**src/rtl/uart_pkg.sv**
```systemverilog
// Shared UART types, constants and helpers for the transmit and receive paths.
// Parity support is selected at build time with the UART_TX_PARITY_EN macro.
package uart_pkg;

    typedef enum logic [2:0] {
        IDLE   = 3'd0,
        START  = 3'd1,
        DATA   = 3'd2,
        PARITY = 3'd3,
        STOP   = 3'd4
    } tx_state_t;

    localparam int DATA_BITS = 8;

`ifdef UART_TX_PARITY_EN
    localparam bit PARITY_EN = 1'b1;
`else
    localparam bit PARITY_EN = 1'b0;
`endif

    // Total clock cycles from the start-bit edge to the return to IDLE.
    function automatic int frame_len(input int clks_per_bit, input int stop_bits,
                                     input bit parity_en);
        return (1 + DATA_BITS + (parity_en ? 1 : 0) + stop_bits) * clks_per_bit;
    endfunction

endpackage

```
**src/rtl/uart_baud_cnt.sv**
```systemverilog
// Bit-period counter: counts 0..CLKS_PER_BIT-1 and pulses o_tick on the last count.
// Shared between the UART transmitter and receiver.
module uart_baud_cnt #(
    parameter int CLKS_PER_BIT = 868
) (
    input  logic i_clk,
    input  logic i_rst,
    input  logic i_clr,
    output logic o_tick
);
    localparam int CNT_W = (CLKS_PER_BIT > 1) ? $clog2(CLKS_PER_BIT) : 1;

    logic [CNT_W-1:0] r_cnt;
    logic             w_tick;

    assign w_tick = (r_cnt == CNT_W'(CLKS_PER_BIT - 1));
    assign o_tick = w_tick;

    always_ff @(posedge i_clk or posedge i_rst) begin
        if (i_rst) begin
            r_cnt <= '0;
        end else if (i_clr || w_tick) begin
            r_cnt <= '0;
        end else begin
            r_cnt <= r_cnt + 1'b1;
        end
    end

endmodule

```
**src/rtl/uart_tx.sv**
```systemverilog
// UART transmitter: start bit, 8 data bits LSB-first, optional parity, 1 or 2 stop bits.
// Define UART_TX_PARITY_EN to insert the parity bit; PARITY_ODD then selects its sense.
module uart_tx
    import uart_pkg::*;
#(
    parameter int CLKS_PER_BIT = 868,
    parameter int STOP_BITS    = 1,
    parameter bit PARITY_ODD   = 1'b0
) (
    input  logic       clk,
    input  logic       rst,
    input  logic [7:0] tx_data,
    input  logic       tx_valid,
    output logic       tx_ready,
    output logic       tx,
    output logic       tx_busy,
    output tx_state_t  dbg_state
);
    // Handshake: a byte is taken at a rising edge where tx_valid && tx_ready;
    // tx_ready is high only in IDLE, so tx_valid while busy is simply ignored.

    tx_state_t  r_state;
    logic       r_tx;
    logic [8:0] r_shift;
    logic [2:0] r_bit_idx;
    logic       w_tick;
    logic       w_clr;
    logic       w_par_bit;

`ifdef UART_TX_PARITY_EN
    assign w_par_bit = (^tx_data) ^ PARITY_ODD;
`else
    logic w_unused_par;
    assign w_unused_par = PARITY_ODD;
    assign w_par_bit    = 1'b0;
`endif

    // Held clear in IDLE so START always begins a full bit period; later state
    // entries coincide with the counter wrap, which also lands on zero.
    assign w_clr = (r_state == IDLE);

    uart_baud_cnt #(
        .CLKS_PER_BIT(CLKS_PER_BIT)
    ) u_baud (
        .i_clk (clk),
        .i_rst (rst),
        .i_clr (w_clr),
        .o_tick(w_tick)
    );

    assign tx_ready  = (r_state == IDLE);
    assign tx_busy   = (r_state != IDLE);
    assign tx        = r_tx;
    assign dbg_state = r_state;

    always_ff @(posedge clk or posedge rst) begin
        if (rst) begin
            r_state   <= IDLE;
            r_tx      <= 1'b1;
            r_shift   <= '0;
            r_bit_idx <= '0;
        end else begin
            case (r_state)
                IDLE: begin
                    r_tx <= 1'b1;
                    if (tx_valid) begin
                        r_state   <= START;
                        r_tx      <= 1'b0;
                        r_shift   <= {w_par_bit, tx_data};
                        r_bit_idx <= '0;
                    end
                end
                START: begin
                    if (w_tick) begin
                        r_state <= DATA;
                        r_tx    <= r_shift[0];
                    end
                end
                DATA: begin
                    if (w_tick) begin
                        // After the last data shift the parity bit sits in bit 0.
                        r_shift   <= {1'b0, r_shift[8:1]};
                        r_bit_idx <= r_bit_idx + 1'b1;
                        if (r_bit_idx == 3'(DATA_BITS - 1)) begin
`ifdef UART_TX_PARITY_EN
                            r_state <= PARITY;
                            r_tx    <= r_shift[1];
`else
                            r_state <= STOP;
                            r_tx    <= 1'b1;
`endif
                        end else begin
                            r_tx <= r_shift[1];
                        end
                    end
                end
                PARITY: begin
                    if (w_tick) begin
                        r_state <= STOP;
                        r_tx    <= 1'b1;
                    end
                end
                STOP: begin
                    r_tx <= 1'b1;
                    if (w_tick) begin
                        if (r_bit_idx == 3'(STOP_BITS - 1)) begin
                            r_state   <= IDLE;
                            r_bit_idx <= '0;
                        end else begin
                            r_bit_idx <= r_bit_idx + 1'b1;
                        end
                    end
                end
                default: begin
                    r_state <= IDLE;
                    r_tx    <= 1'b1;
                end
            endcase
        end
    end

endmodule

```
**config.mk**
```make
export PLATFORM = sky130hd
export DESIGN_NAME = uart_tx
export DESIGN_NICKNAME = d
export VERILOG_FILES = /design/src/rtl/uart_pkg.sv /design/src/rtl/uart_baud_cnt.sv /design/src/rtl/uart_tx.sv
export SDC_FILE = /design/constraint.sdc
export NUM_CORES = 1
export LEC_CHECK = 0
export CELL_PAD_IN_SITES_DETAIL_PLACEMENT = 1
export CELL_PAD_IN_SITES_GLOBAL_PLACEMENT = 1
export CORE_MARGIN = 1
export CORE_UTILIZATION = 38
export CTS_CLUSTER_DIAMETER = 40
export DETAILED_ROUTE_END_ITERATION = 7
export PLACE_DENSITY = 0.76
export SKIP_CTS_REPAIR_TIMING = 1
export SLEW_MARGIN = 20
export SYNTH_ARGS = -nofsm -noshare
export SYNTH_HDL_FRONTEND = slang
export SYNTH_HIERARCHICAL = 1
export SYNTH_SLANG_ARGS = --single-unit
```
**constraint.sdc**
```tcl
create_clock -name clk -period 2.5 [get_ports clk]
set_input_delay 0.25 -clock clk [delete_from_list [all_inputs] [get_ports clk]]
set_output_delay 0.25 -clock clk [all_outputs]
set_load 0.005 [all_outputs]
```
==> impl_metrics.csv <==
group,metric,value,unit
run_status,run_status,"finished clean",
timing,fin_hold_ws,0.289,ns
clock_tree,cts_made_buffers,3,
power_and_ir_drop,p_sw_share,33.0,%
timing,setup_viol,0,
clock_tree,cts_sinks,25,
timing,tightestPinTransition,0.691,ns
timing,clock_skew,0.00331,ns
routing,wl_per_cell,14.8,um
global_routing,grtUsageTotal,17.6,%
finish,antenna_cells,0,
timing,maxSlewViolCount,0,
timing,finalCriticalPeriod,2.32,ns
setup_path,path_buf_inv,1,
finish,drive_gt1_share,6.92,%
synth,synth_flop_cell,"dfrtp_1",
clock_tree,cts_root_buf,"clkbuf_8",
floorplan,dieArea,0.00394,mm^2
timing,finalHoldViolations,0,
floorplan,rows,21,
placed_design,io_buffer_count,16,
floorplan,die_width,62.8,um
routing,detail-route-antenna-nets,0,
floorplan,core,0.00344,mm^2
synth,netlist_instances,143,
global_routing,grt_antenna_before_repair,0,
floorplan,io_pins,17,
placed_design,gp_congestion,0.809,
setup_path,end_kind,"primary output",
synth,synthesis.area,0.00140,mm^2
job,max_cap_violations,0,
clock_tree,insertion_delay,0.27,ns
synth,async_flop_share,100,%
floorplan,die_h,62.8,um
routing,via_count,1089,
power_and_ir_drop,p_leak,0.678,nW
timing,fmax,0.431,GHz
synth,yosys-top-cells-area,"dfrtp_1, mux2i_1, ha_1",
setup_path,worstPathRequired,2.25,ns
setup_path,startpoint_type,"flip-flop",
synth,yosysWarnings,6,
clock_tree,cts_tree,"done",
routing,route.detailed.drc,0,
power_and_ir_drop,powerDensity,642,mW/mm^2
synth,ys_types,38,
setup_path,crit_type,"flip-flop to primary output",
synth,yosys.area.top_type,"dfrtp_1",
timing,finalCritPeriodShare,92.7,%
setup_path,cpMaxStageDelayCell,"nor3_1",
setup_path,cp_slowest_stage_delay,0.64,ns
clock_tree,h-tree-depth,1,
finish,regArea,627,um^2
finish,nNetsFinal,175,
finish,fillers,386,
timing,timing.slew.headroom,53.6,%
synth,syn_area_per_cell,9.82,um^2
synth,synth_top_area_share,42.8,%
power_and_ir_drop,cellInternalPower,0.708,mW
synth,syn_nets,158,
power_and_ir_drop,peakVddDrop,0.237,mV
global_routing,grt_start_max_net_pins,16,
power_and_ir_drop,p_switching,0.349,mW
routing,routed_wl,3030,um
setup_path,path_cells,"nor3_1, clkdlybuf4s50_1",
timing,setup_tns,0,ns
setup_path,crit_family,"simple AND/OR/NAND/NOR gates",
synth,ys_ff_latch,25,
placed_design,hpwlAfterDp,2310,um
global_routing,grt_overflow,0,
finish,multi_input_area,689,um^2
synth,yosysMostFrequentCell,"dfrtp_1",
power_and_ir_drop,seq_power_share,57.1,%
synth,synth_seq_area_share,44.7,%
synth,synthTopCellsByCount,"dfrtp_1, nand2_1, inv_1",
timing,rsz0062_at_grt,"false",
power_and_ir_drop,pwr-share-clk,22.6,%
setup_path,crit_fanout,14,
synth,synth_edf_count,0,
setup_path,cp.arrival,2.07,ns
routing,drtIter0Drc,62,
floorplan,start_util,40.8,%
clock_tree,cts_buffer_depth,2,
finish,area_delta_synth_final,17.3,%
power_and_ir_drop,pwr-share-comb,20.3,%
clock_tree,clk_pin_slew,0.08,ns
hold_path,hp-class,"primary input to async pin",
global_routing,grt_pass1_vias,1143,
routing,routed_via_density,5.31,
routing,drtPass1Iterations,4,
global_routing,grt_pass1_wl,5420,um
-- flip-flops by register name, summed over array words and instances, names as in the netlist --
signal	flops
r_shift	8
u_baud/r_cnt	10
tx	1
dbg_state	3
r_bit_idx	3
-- area by class of cell --
class	instances	area share [%]
multi-input cells	100	41.9
flip-flops and latches	25	38.1
repair buffers	20	11.6
well taps	46	3.50
clock buffers	4	2.74
inverters	10	2.28
-- per-layer routing --
metal | global-route usage [%] | share of wire [%]
met1 | 21.9 | 47
met5 | 0 | 0
met3 | 3.47 | 2.5
met4 | 5.23 | 1.1
met2 | 30.4 | 50
-- logic make-up (layout without fill, tap and decap cells) --
kind of cell / Yosys count / count (layout) / synth area share [%]
AND/OR/NAND/NOR: 53 / 53 / 21.6
AO/OA/AOI/OAI: 31 / 31 / 15.2
flip-flops: 25 / 25 / 44.7
buffers and inverters: 18 / 34 / 6.68
multiplexers: 9 / 9 / 6.42
adder cells (fa/ha/maj): 4 / 4 / 3.57
XOR/XNOR: 3 / 3 / 1.87
-- worst reg2reg max path: stages, from the launching register on --
cell       delay [ns]
dfrtp_1          0.43
ha_1             0.32
nand4bb_4        0.17
nor4_2           0.27
mux2i_1          0.13
or3_1            0.45
buf_4            0.21
nand2_1          0.06
o21ai_1          0.06
-- power by group through the flow --
stage	Sequential [mW]	Combinational [mW]	Clock [mW]
4_1_cts	0.602	0.219	0.252
2_1_floorplan	0.551	0.217	0
3_3_place_gp	0.603	0.204	0
3_5_place_dp	0.610	0.217	0
6_report	0.603	0.215	0.239
5_1_grt	0.618	0.251	0.264
-- placed cells by master, fill, tap and decap left out --
master / synthesis / layout
a21boi_1: 1 / 1
a21o_1: 1 / 1
a21oi_1: 6 / 6
a32o_1: 1 / 1
and2_1: 1 / 1
buf_4: 2 / 4
clkbuf_1: 1 / 1
clkbuf_8: 0 / 3
clkdlybuf4s50_1: 0 / 16
dfrtp_1: 24 / 24
dfstp_2: 1 / 1
ha_1: 4 / 4
inv_1: 10 / 10
mux2i_1: 9 / 9
nand2_1: 12 / 12
nand2b_1: 3 / 3
nand3_1: 7 / 7
nand3b_1: 1 / 1
nand4_1: 2 / 2
nand4bb_1: 2 / 2
nand4bb_4: 1 / 1
nor2_1: 8 / 8
nor2b_1: 2 / 2
nor3_1: 4 / 4
nor3b_1: 2 / 2
nor4_1: 2 / 1
nor4_2: 0 / 1
o211ai_1: 1 / 1
o21ai_0: 6 / 6
o21ai_1: 7 / 7
o21bai_1: 1 / 1
o31a_1: 1 / 1
o31ai_1: 3 / 3
o32a_1: 2 / 2
o41ai_4: 1 / 1
or2_1: 1 / 1
or3_1: 5 / 5
xnor2_1: 1 / 1
xor2_1: 2 / 2
-- final timing paths --
path | startpoint | to | slack (ns) | cells after the start
max | dbg_state[1] | tx_ready | 0.18 | 2
max reg2reg | u_baud/r_cnt[0] | r_shift[5] | 0.29 | 8
min reg2reg | r_shift[7] | r_shift[7] | 0.50 | 1
max in group asynchronous | rst | dbg_state[1] | 1.76 | 2
min | rst | u_baud/r_cnt[9] | 0.29 | 2
min in group clk | r_shift[7] | r_shift[7] | 0.50 | 1
-- metrics by stage --
step	total power, mW	area (um^2)	cells	utilization [%]	worst slack [ns]
after global placement	0.807	1600	201	46.3	0.304
after global routing	1.13	1650	205	47.8	0.0265
after CTS	1.07	1640	205	47.7	0.145
final	1.06	1650	205	47.8	0.182
after floorplan	0.769	1400	143	-	0.167
after detailed placement	0.827	1600	201	46.3	0.188
(Power assumes the default switching activity.)
